$ cat src/rtl/mu0_pkg.sv
// Shared MU0 definitions: opcode and state encodings plus opcode-field helpers.
package mu0_pkg;

    localparam int OPC_WIDTH = 4;

    typedef enum logic [3:0] {
        OP_LDA = 4'd0,
        OP_STO = 4'd1,
        OP_ADD = 4'd2,
        OP_SUB = 4'd3,
        OP_JMP = 4'd4,
        OP_JGE = 4'd5,
        OP_JNE = 4'd6,
        OP_STP = 4'd7,
        OP_OUT = 4'd8
    } opcode_t;

    typedef enum logic [1:0] {
        ST_FETCH  = 2'd0,
        ST_EXEC   = 2'd1,
        ST_HALTED = 2'd2
    } state_t;

    // The opcode always occupies the top OPC_WIDTH bits of the instruction word.
    function automatic int opc_lsb(input int data_width);
        return data_width - OPC_WIDTH;
    endfunction

    function automatic logic is_mem_op(input logic [OPC_WIDTH-1:0] opc);
        return (opc == OP_LDA) || (opc == OP_STO) || (opc == OP_ADD) || (opc == OP_SUB);
    endfunction

endpackage

$ cat src/rtl/mu0_alu.sv
// Combinational MU0 datapath: pass-through for LDA, modulo add/subtract, ACC flags.
module mu0_alu #(
    parameter int DATA_WIDTH = 16
) (
    input  logic [DATA_WIDTH-1:0] acc_i,
    input  logic [DATA_WIDTH-1:0] operand_i,
    input  logic                  pass_i,
    input  logic                  sub_i,
    output logic [DATA_WIDTH-1:0] result_o,
    output logic                  acc_zero_o,
    output logic                  acc_neg_o
);

    always_comb begin
        result_o = acc_i + operand_i;
        if (pass_i) begin
            result_o = operand_i;
        end else if (sub_i) begin
            result_o = acc_i - operand_i;
        end
    end

    assign acc_zero_o = (acc_i == '0);
    assign acc_neg_o  = acc_i[DATA_WIDTH-1];

endmodule

$ cat src/rtl/mu0_cpu_waitreq.sv
// Multi-cycle MU0 CPU with a single stall-aware memory port, OUT port,
// illegal-opcode trap and retired-instruction counter.
module mu0_cpu_waitreq
    import mu0_pkg::*;
#(
    parameter int                    DATA_WIDTH = 16,
    parameter logic [DATA_WIDTH-5:0] RESET_PC   = '0,
    parameter int                    CNT_WIDTH  = 32,
    localparam int                   ADDR_WIDTH = DATA_WIDTH - 4
) (
    input  logic                  clk,
    input  logic                  rst,
    output logic [ADDR_WIDTH-1:0] address,
    output logic                  read,
    output logic                  write,
    output logic [DATA_WIDTH-1:0] writedata,
    input  logic [DATA_WIDTH-1:0] readdata,
    input  logic                  waitrequest,
    output logic                  running,
    output logic                  illegal,
    output logic                  out_valid,
    output logic [DATA_WIDTH-1:0] out_data,
    output logic [CNT_WIDTH-1:0]  retired
);

    localparam int OPC_LSB = opc_lsb(DATA_WIDTH);

    state_t                  state_q;
    logic [ADDR_WIDTH-1:0]   pc_q;
    logic [DATA_WIDTH-1:0]   ir_q;
    logic [DATA_WIDTH-1:0]   acc_q;
    logic                    illegal_q;
    logic [DATA_WIDTH-1:0]   out_data_q;
    logic [CNT_WIDTH-1:0]    retired_q;

    logic [OPC_WIDTH-1:0]    opc;
    logic [ADDR_WIDTH-1:0]   operand;
    logic                    mem_op;
    logic [DATA_WIDTH-1:0]   acc_d;
    logic [ADDR_WIDTH-1:0]   pc_d;
    logic [CNT_WIDTH-1:0]    retired_d;
    logic                    acc_zero;
    logic                    acc_neg;

    assign opc       = ir_q[OPC_LSB +: OPC_WIDTH];
    assign operand   = ir_q[ADDR_WIDTH-1:0];
    assign mem_op    = is_mem_op(opc);
    assign pc_d      = pc_q + ADDR_WIDTH'(1);
    assign retired_d = retired_q + CNT_WIDTH'(1);

    mu0_alu #(
        .DATA_WIDTH(DATA_WIDTH)
    ) u_alu (
        .acc_i     (acc_q),
        .operand_i (readdata),
        .pass_i    (opc == OP_LDA),
        .sub_i     (opc == OP_SUB),
        .result_o  (acc_d),
        .acc_zero_o(acc_zero),
        .acc_neg_o (acc_neg)
    );

    // Port requests decode from registered state only, so they stay put while stalled.
    always_comb begin
        address = pc_q;
        read    = 1'b0;
        write   = 1'b0;
        if (!rst) begin
            case (state_q)
                ST_FETCH: read = 1'b1;
                ST_EXEC: begin
                    if (mem_op) begin
                        address = operand;
                        read    = (opc != OP_STO);
                        write   = (opc == OP_STO);
                    end
                end
                default: ;
            endcase
        end
    end

    always_ff @(posedge clk or posedge rst) begin
        if (rst) begin
            state_q    <= ST_FETCH;
            pc_q       <= RESET_PC;
            ir_q       <= '0;
            acc_q      <= '0;
            illegal_q  <= 1'b0;
            out_data_q <= '0;
            retired_q  <= '0;
        end else begin
            case (state_q)
                ST_FETCH: begin
                    if (!waitrequest) begin
                        ir_q    <= readdata;
                        pc_q    <= pc_d;
                        state_q <= ST_EXEC;
                    end
                end
                ST_EXEC: begin
                    case (opc)
                        OP_LDA, OP_ADD, OP_SUB: begin
                            if (!waitrequest) begin
                                acc_q     <= acc_d;
                                retired_q <= retired_d;
                                state_q   <= ST_FETCH;
                            end
                        end
                        OP_STO: begin
                            if (!waitrequest) begin
                                retired_q <= retired_d;
                                state_q   <= ST_FETCH;
                            end
                        end
                        OP_JMP, OP_JGE, OP_JNE: begin
                            // Jumps overwrite the PC that FETCH already advanced.
                            if ((opc == OP_JMP) ||
                                ((opc == OP_JGE) && !acc_neg) ||
                                ((opc == OP_JNE) && !acc_zero)) begin
                                pc_q <= operand;
                            end
                            retired_q <= retired_d;
                            state_q   <= ST_FETCH;
                        end
                        OP_OUT: begin
                            out_data_q <= acc_q;
                            retired_q  <= retired_d;
                            state_q    <= ST_FETCH;
                        end
                        OP_STP: begin
                            retired_q <= retired_d;
                            state_q   <= ST_HALTED;
                        end
                        default: begin
                            illegal_q <= 1'b1;
                            state_q   <= ST_HALTED;
                        end
                    endcase
                end
                default: state_q <= ST_HALTED;
            endcase
        end
    end

    assign writedata = acc_q;
    assign running   = (state_q != ST_HALTED);
    assign illegal   = illegal_q;
    assign out_valid = (state_q == ST_EXEC) && (opc == OP_OUT);
    assign out_data  = out_data_q;
    assign retired   = retired_q;

endmodule
$ cat config.mk
export PLATFORM = sky130hd
export DESIGN_NAME = mu0_cpu_waitreq
export DESIGN_NICKNAME = d
export VERILOG_FILES = /design/src/rtl/mu0_pkg.sv /design/src/rtl/mu0_alu.sv /design/src/rtl/mu0_cpu_waitreq.sv
export SDC_FILE = /design/constraint.sdc
export NUM_CORES = 1
export LEC_CHECK = 0
export BUFFER_PORTS_ARGS = -buffer_cell sky130_fd_sc_hd__buf_2
export CORE_MARGIN = 10
export CORE_UTILIZATION = 45
export CTS_CLUSTER_DIAMETER = 120
export DETAILED_ROUTE_END_ITERATION = 10
export GPL_TIMING_DRIVEN = 0
export PLACE_DENSITY = 0.7
export SYNTH_ARGS = -nofsm -noshare
export SYNTH_HDL_FRONTEND = slang
export SYNTH_SLANG_ARGS = --single-unit
$ cat constraint.sdc
create_clock -name clk -period 3.24 [get_ports clk]
set_clock_uncertainty 0.05 [all_clocks]
set_input_delay 0.486 -clock clk [delete_from_list [all_inputs] [get_ports clk]]
set_output_delay 0.486 -clock clk [all_outputs]
set_load 0.1 [all_outputs]
==> summary.md, run 1 <==
| Metric | Value |
|---|---|
| Max-slew headroom | 25.8% |
| Synth unique cells | 53 |
| Starting Density | 45.5% |
| Endpoints failing hold | 0 |
| Vias in the first global route | 5,086 |
| Vias | 4,876 |
| Req. time, crit path | 3.44 ns |
| Syn nets | 634 |
| Placer congestion estimate | 0.919 |
| Via density | 5.65 |
| Die area | 16,800 um^2 |
| Fill count | 1,097 |
| Synth top area cells | dfrtp_1, nand2_1, xnor2_1 |
| Final Cycle Share | 98.3% |
| Worst skew pair latency | 0.36 ns |
| Asr flop ratio synth | 100% |
| RSZ-0062 raised after global routing | true |
| Simple-Gate Fraction of Synth Area | 19.9% |
| Largest family of logic cells by synthesized area | simple AND/OR/NAND/NOR gates |
| # port buffers | 97 |
| Most used DFF post-synth | dfrtp_1 |
| VDD IR max | 843 uV |
| Max-cap viol count | 0 |
| Synth area leader | dfrtp_1 |
| Fin nets | 748 |
| Yosys top cell area share | 43.9% |
| IO Count | 100 |
| Clock buffer depth | 2 |
| Final instance area | 6580 um^2 |
| Max-slew violation count | 0 |
| Layout area overhead | 21.5% |
| Antenna violations before repair | 1 |
| Syn Area/Cell | 9.09 um^2 |
| Mapped Area | 5420 um^2 |
| Synth warn | 0 |
| Die Ht | 130 um |
| Startpoint types | flop |
| Crit path capture type | flop |
| Crit path kind | reg -> reg |
| Multiplexer area fraction after synthesis | 6.17% |
| Least-Margin Pin Slew | 1.10 ns |
| Final setup viols | 0 |
| DR iter-0 viols | 304 |
| PD cells | 1100 nW/um^2 |
| Arr. time, crit path | 3.38 ns |
| Reg-to-reg slack, setup | 0.06 ns |
| Layout cells sized above 1 | 25.0% |
| Xor and xnor area share after synthesis | 9.03% |
| Synth Area in Adders | 4.53% |
| Minimum clock period | 3.18 ns |
| Die extent in x | 130 um |
| Post-DR wirelength/cell | 17.9 um |
| Pleak | 3.19 nW |
| Largest net degree at the start of global routing | 67 |
| Drt first pass iters | 5 |
| Cells after Synth | 596 |
| CTS tree | done |
| Total CTS buffers | 9 |
| Status | finished, final reports clean |
| #FFs+latches synth | 95 |
| Gr ovfl total | 0 |
| Final WL | 15,400 um |
| Register area share after synthesis | 43.9% |
| Post-DRT Antenna Nets | 0 |
| CTS sink count | 95 |
| GRT Resource Usage Total | 18.6% |
| Hpwl dp | 11,600 um |
| Num rows | 40 |
| Clock Tree Root | clkbuf_16 |
| Clock-pin slew on the worst setup and hold paths | 0.07 ns |
| CTS H-tree depth | 3 |
| TNS Setup | 0 ns |
| Post-Place Cell Area | 6140 um^2 |
| Post-synth EDFFs | 0 |
| Maximum clock frequency | 314 MHz |
| Hold Crit Class | in -> async |
| First-pass GRT wire length | 25,200 um |
| DRC | 0 |
| Post-synthesis compound-gate area fraction | 13.9% |
| Core box area | 11,900 um^2 |
| Crit-path max FO | 10 |
[critical path: stages (launching register included)]
cell,delay (ns)
dfrtp_2,0.45
nor2_4,0.17
nand3_4,0.17
mux2i_2,0.23
fa_1,0.46
a21o_1,0.19
a21oi_1,0.17
o21ai_0,0.17
a221o_1,0.39
a311oi_2,0.32
mux2i_1,0.24
nand2_1,0.06
[stage by stage]
| stage | hold WS [ns] | total power, mW | util (%) | instances | setup slack (ns) |
|---|---|---|---|---|---|
| after floorplan | 0.407 | 5.15 | - | 596 | -0.533 |
| after global placement | 0.409 | 5.93 | 51.3 | 840 | -0.964 |
| after detailed placement | 0.411 | 5.99 | 51.5 | 841 | -0.508 |
| after CTS | 0.114 | 7.16 | 54.5 | 858 | 0.00147 |
| after global routing | 0.146 | 7.66 | 55.2 | 862 | -0.0342 |
| final | 0.116 | 7.25 | 55.2 | 863 | 0.0559 |
[sequential cells by signal (all words and copies together), names as in the netlist]
register / flops
out_data: 16
ir_q: 16
retired: 32
illegal: 1
pc_q: 12
writedata: 16
state_q: 2
[kinds of logic after synthesis]
logic type / after synthesis
AO/OA/AOI/OAI: 128
XOR/XNOR: 55
multiplexers: 30
AND/OR/NAND/NOR: 232
buffers and inverters: 37
adder cells (fa/ha/maj): 19
flip-flops: 95
[cells in the final DEF, fill, tap and decap left out, drive strengths merged, types with 3 or more instances in the layout]
cell / n
a211oi: 3
a21o: 7
a21oi: 49
a31oi: 6
and3: 10
buf: 106
clkbuf: 32
clkinv: 4
dfrtp: 95
ha: 18
inv: 12
mux2: 27
mux2i: 3
nand2: 114
nand2b: 6
nand3: 31
nand4: 9
nor2: 33
nor3: 6
nor4: 8
o21ai: 37
o21bai: 4
o22ai: 4
o31ai: 3
o41ai: 3
or3: 3
xnor2: 40
xor2: 15
[synth_stat cells (7+ instances only)]
cell,instances
nand3_1,31
xnor2_1,39
dfrtp_1,95
nand4_1,9
inv_1,11
ha_1,18
a21o_1,7
clkbuf_1,23
xor2_1,15
o21ai_0,36
mux2_2,27
a21oi_1,49
nor4_1,7
and3_1,10
nor2_1,33
nand2_1,114
[area by class of cell]
type                            count  area (um^2)  area share, %
Antenna cell                        1         2.50         0.0380
Buffer                             23         95.1           1.45
Clock buffer                       10          229           3.48
Clock inverter                      6         61.3          0.932
Inverter                           12         47.5          0.723
Multi-Input combinational cell    464         3010           45.7
Sequential cell                    95         2380           36.2
Tap cell                          147          184           2.80
Timing Repair Buffer              105          573           8.71
[report_power, final]
group,total [mW],switching (mW),internal [mW],leakage [nW]
Clock,1.06,0.465,0.596,0.142
Combinational,4.29,3.20,1.09,1.83
Sequential,1.91,0.385,1.52,1.22
Total,7.25,4.05,3.20,3.19
[repair_timing]
action	4_1_cts	5_1_grt
setup endpoints to repair	18	13
resized for setup	16	16
setup buffers	2	5
hold buffers	0	0
pin swaps	2	4
[path summary, 6_finish.rpt]
path | cells after the start | endpoint | start
worst max-delay path | 11 | writedata[14] | ir_q[14]
worst min-delay path | 2 | retired[14] | rst
worst max register to register | 11 | writedata[14] | ir_q[14]
worst min register to register | 1 | retired[31] | retired[31]
max in group asynchronous | 3 | out_data[7] | rst
min in group clk | 3 | ir_q[14] | readdata[14]
[per-layer routing]
layer	GRT usage [%]	wire length, um
met1	22.6	6810
met2	30.7	7280
met3	4.83	978
met4	8.33	369
met5	0	0
Power figures use the tool's default switching activity.
==> inputs of run 2 (changes only) <==
--- a/config.mk
+++ b/config.mk
@@ -12,6 +12,7 @@
 export DETAILED_ROUTE_END_ITERATION = 10
 export GPL_TIMING_DRIVEN = 0
 export PLACE_DENSITY = 0.7
+export RECOVER_POWER = 25
 export SYNTH_ARGS = -nofsm -noshare
 export SYNTH_HDL_FRONTEND = slang
 export SYNTH_SLANG_ARGS = --single-unit
==> run 2 against run 1 <==
Effect of this change:
- cell count unchanged
- critical path depth is the same
- combinational power about the same
- largest cell class unchanged
- highest routed layer unchanged
==> summary.md, run 2 (synthesized netlist as in run 1, its figures left out) <==
| Metric | Value |
|---|---|
| # port buffers | 97 (unchanged) |
| Total CTS buffers | 9 (unchanged) |
| Layout area overhead | 21.4% (was 21.5%) |
| Drt first pass iters | 5 (unchanged) |
| Via density | 5.65 (about the same) |
| Max-slew headroom | 8.60% (was 25.8%) |
| Vias | 4,875 (was 4,876) |
| Clock network fraction of design power | 14.6% (about the same) |
| Final Util | 55.2% (about the same) |
| Crit-path max FO | 10 (unchanged) |
| IO Count | 100 (unchanged) |
| Total power | 7.25 mW (about the same) |
| Worst skew pair latency | 0.36 ns (about the same) |
| Sw Share | 55.8% (about the same) |
| Arr. time, crit path | 3.38 ns (about the same) |
| DR iter-0 viols | 304 (unchanged) |
| Startpoint types | flop (unchanged) |
| Max-slew violation count | 0 (unchanged) |
| Leading cell types in the layout, fill and taps excluded | nand2_1, buf_2, dfrtp_1 (unchanged) |
| Max reg flops | 32 (unchanged) |
| Max-cap viol count | 0 (unchanged) |
| Req. time, crit path | 3.44 ns (about the same) |
| Post-DRT Antenna Nets | 0 (unchanged) |
| CTS H-tree depth | 3 (unchanged) |
| Most common cell after layout, fill and taps aside | nand2_1 (unchanged) |
| Vias in the first global route | 5,086 (unchanged) |
| Num rows | 40 (unchanged) |
| Sw power | 4.05 mW (about the same) |
| Die extent in x | 130 um (unchanged) |
| PD cells | 1100 nW/um^2 (about the same) |
| Clock Tree Root | clkbuf_16 (unchanged) |
| Placer congestion estimate | 0.919 (unchanged) |
| Largest net degree at the start of global routing | 67 (unchanged) |
| CTS tree | done (unchanged) |
| Internal power | 3.20 mW (about the same) |
| Hpwl dp | 11,600 um (unchanged) |
| Layout cells sized above 1 | 24.9% (was 25.0%) |
| Sequential power share | 26.3% (about the same) |
| Minimum clock period | 3.18 ns (about the same) |
| DRC | 0 (unchanged) |
| Endpoints failing hold | 0 (unchanged) |
| GRT Resource Usage Total | 18.6% (unchanged) |
| Gr ovfl total | 0 (unchanged) |
| Cts hold-fix bufs | 0 (unchanged) |
| Status | finished, final reports clean (unchanged) |
| Fin nets | 748 (unchanged) |
| Antenna violations before repair | 1 (unchanged) |
| Crit path kind | reg -> reg (unchanged) |
| Final WL | 15,400 um (about the same) |
| Die Ht | 130 um (unchanged) |
| Clock-pin slew on the worst setup and hold paths | 0.07 ns (about the same) |
| Final Cycle Share | 98.3% (about the same) |
| Gate power share | 59.1% (about the same) |
| Clock buffer depth | 2 (unchanged) |
| Starting Density | 45.5% (unchanged) |
| Crit path capture type | flop (unchanged) |
| Final setup viols | 0 (unchanged) |
| CTS sink count | 95 (unchanged) |
| Least-Margin Pin Slew | 1.36 ns (was 1.10 ns) |
| Hold Crit Class | in -> reg (was in -> async) |
| Die area | 16,800 um^2 (unchanged) |
| First-pass GRT wire length | 25,200 um (unchanged) |
| Maximum clock frequency | 314 MHz (unchanged) |
| RSZ-0062 raised after global routing | true (unchanged) |
| VDD IR max | 843 uV (about the same) |
| Post-DR wirelength/cell | 17.9 um (about the same) |
| Pleak | 3.18 nW (was 3.19 nW) |
| Core box area | 11,900 um^2 (unchanged) |
==> run 2: cell count changes in the layout (fill, tap and decap cells not counted), sizes merged <==
cell / delta
clkinvlp: +1
clkbuf: +1
buf: -1
inv: -1
==> run 2: through the flow <==
step / TNS [ns] / cells / instance area [um^2] / worst slack [ns] / hold WS [ns]
2_1_floorplan: -1.28 / 596 / 5440 / -0.533 / 0.407
3_3_place_gp: -92.78 / 840 / 6110 / -0.964 / 0.409
3_5_place_dp: -2.14 / 841 / 6140 / -0.508 / 0.411
4_1_cts: 0 / 858 / 6490 / 0.00147 / 0.114
5_1_grt: -0.0342 / 862 / 6570 / -0.0342 / 0.361
6_report: 0 / 863 / 6580 / 0.0559 / 0.341
==> run 2: power by group through the flow <==
stage / clock [mW] / combinational [mW] / sequential [mW]
CTS: 1.08 / 4.17 / 1.91
floorplan: 0 / 2.21 / 2.94
global route: 1.13 / 4.58 / 1.96
global placement: 0 / 4.05 / 1.88
detailed placement: 0 / 4.09 / 1.90
finish: 1.06 / 4.29 / 1.91
==> run 2: per-layer routing <==
metal	track usage, %	vias to the layer above	part of all wire (%)
li1	-	2325	-
met1	22.6	2363	44
met2	30.7	159	47
met3	4.83	28	6.3
met4	8.33	0	2.4
met5	0	-	0
==> run 2: final timing paths <==
kind | slack [ns] | to | from | cells after the start
max reg2reg | 0.06 | writedata[14] | ir_q[14] | 11
min reg2reg | 0.41 | retired[31] | retired[31] | 1
min in group asynchronous | 0.46 | retired[14] | rst | 2
min | 0.34 | ir_q[14] | readdata[14] | 3
max | 0.06 | writedata[14] | ir_q[14] | 11
max in group asynchronous | 1.82 | out_data[7] | rst | 3
==> run 2: final cells by class <==
type                            instances  area (um^2)
Inverter                               12         46.3
Multi-Input combinational cell        464         3010
Fill cell                            1099         5340
Sequential cell                        95         2380
Antenna cell                            1         2.50
Clock inverter                          6         61.3
Tap cell                              147          184
Clock buffer                           10          229
Buffer                                 23         95.1
Timing Repair Buffer                  105          572
==> run 2: critical path, cell delays in order, from the launching register on <==
cell      delay, ns
dfrtp_2        0.45
nor2_4         0.17
nand3_4        0.17
mux2i_2        0.23
fa_1           0.46
a21o_1         0.19
a21oi_1        0.17
o21ai_0        0.17
a221o_1        0.39
a311oi_2       0.32
mux2i_1        0.24
nand2_1        0.06
==> run 2: timing repair <==
item | in CTS | in global routing
setup endpoints to repair | 18 | 13
pin swaps | 2 | 4
buffers inserted | 2 | 5
gates resized for setup | 16 | 16
gates cloned | 0 | 0
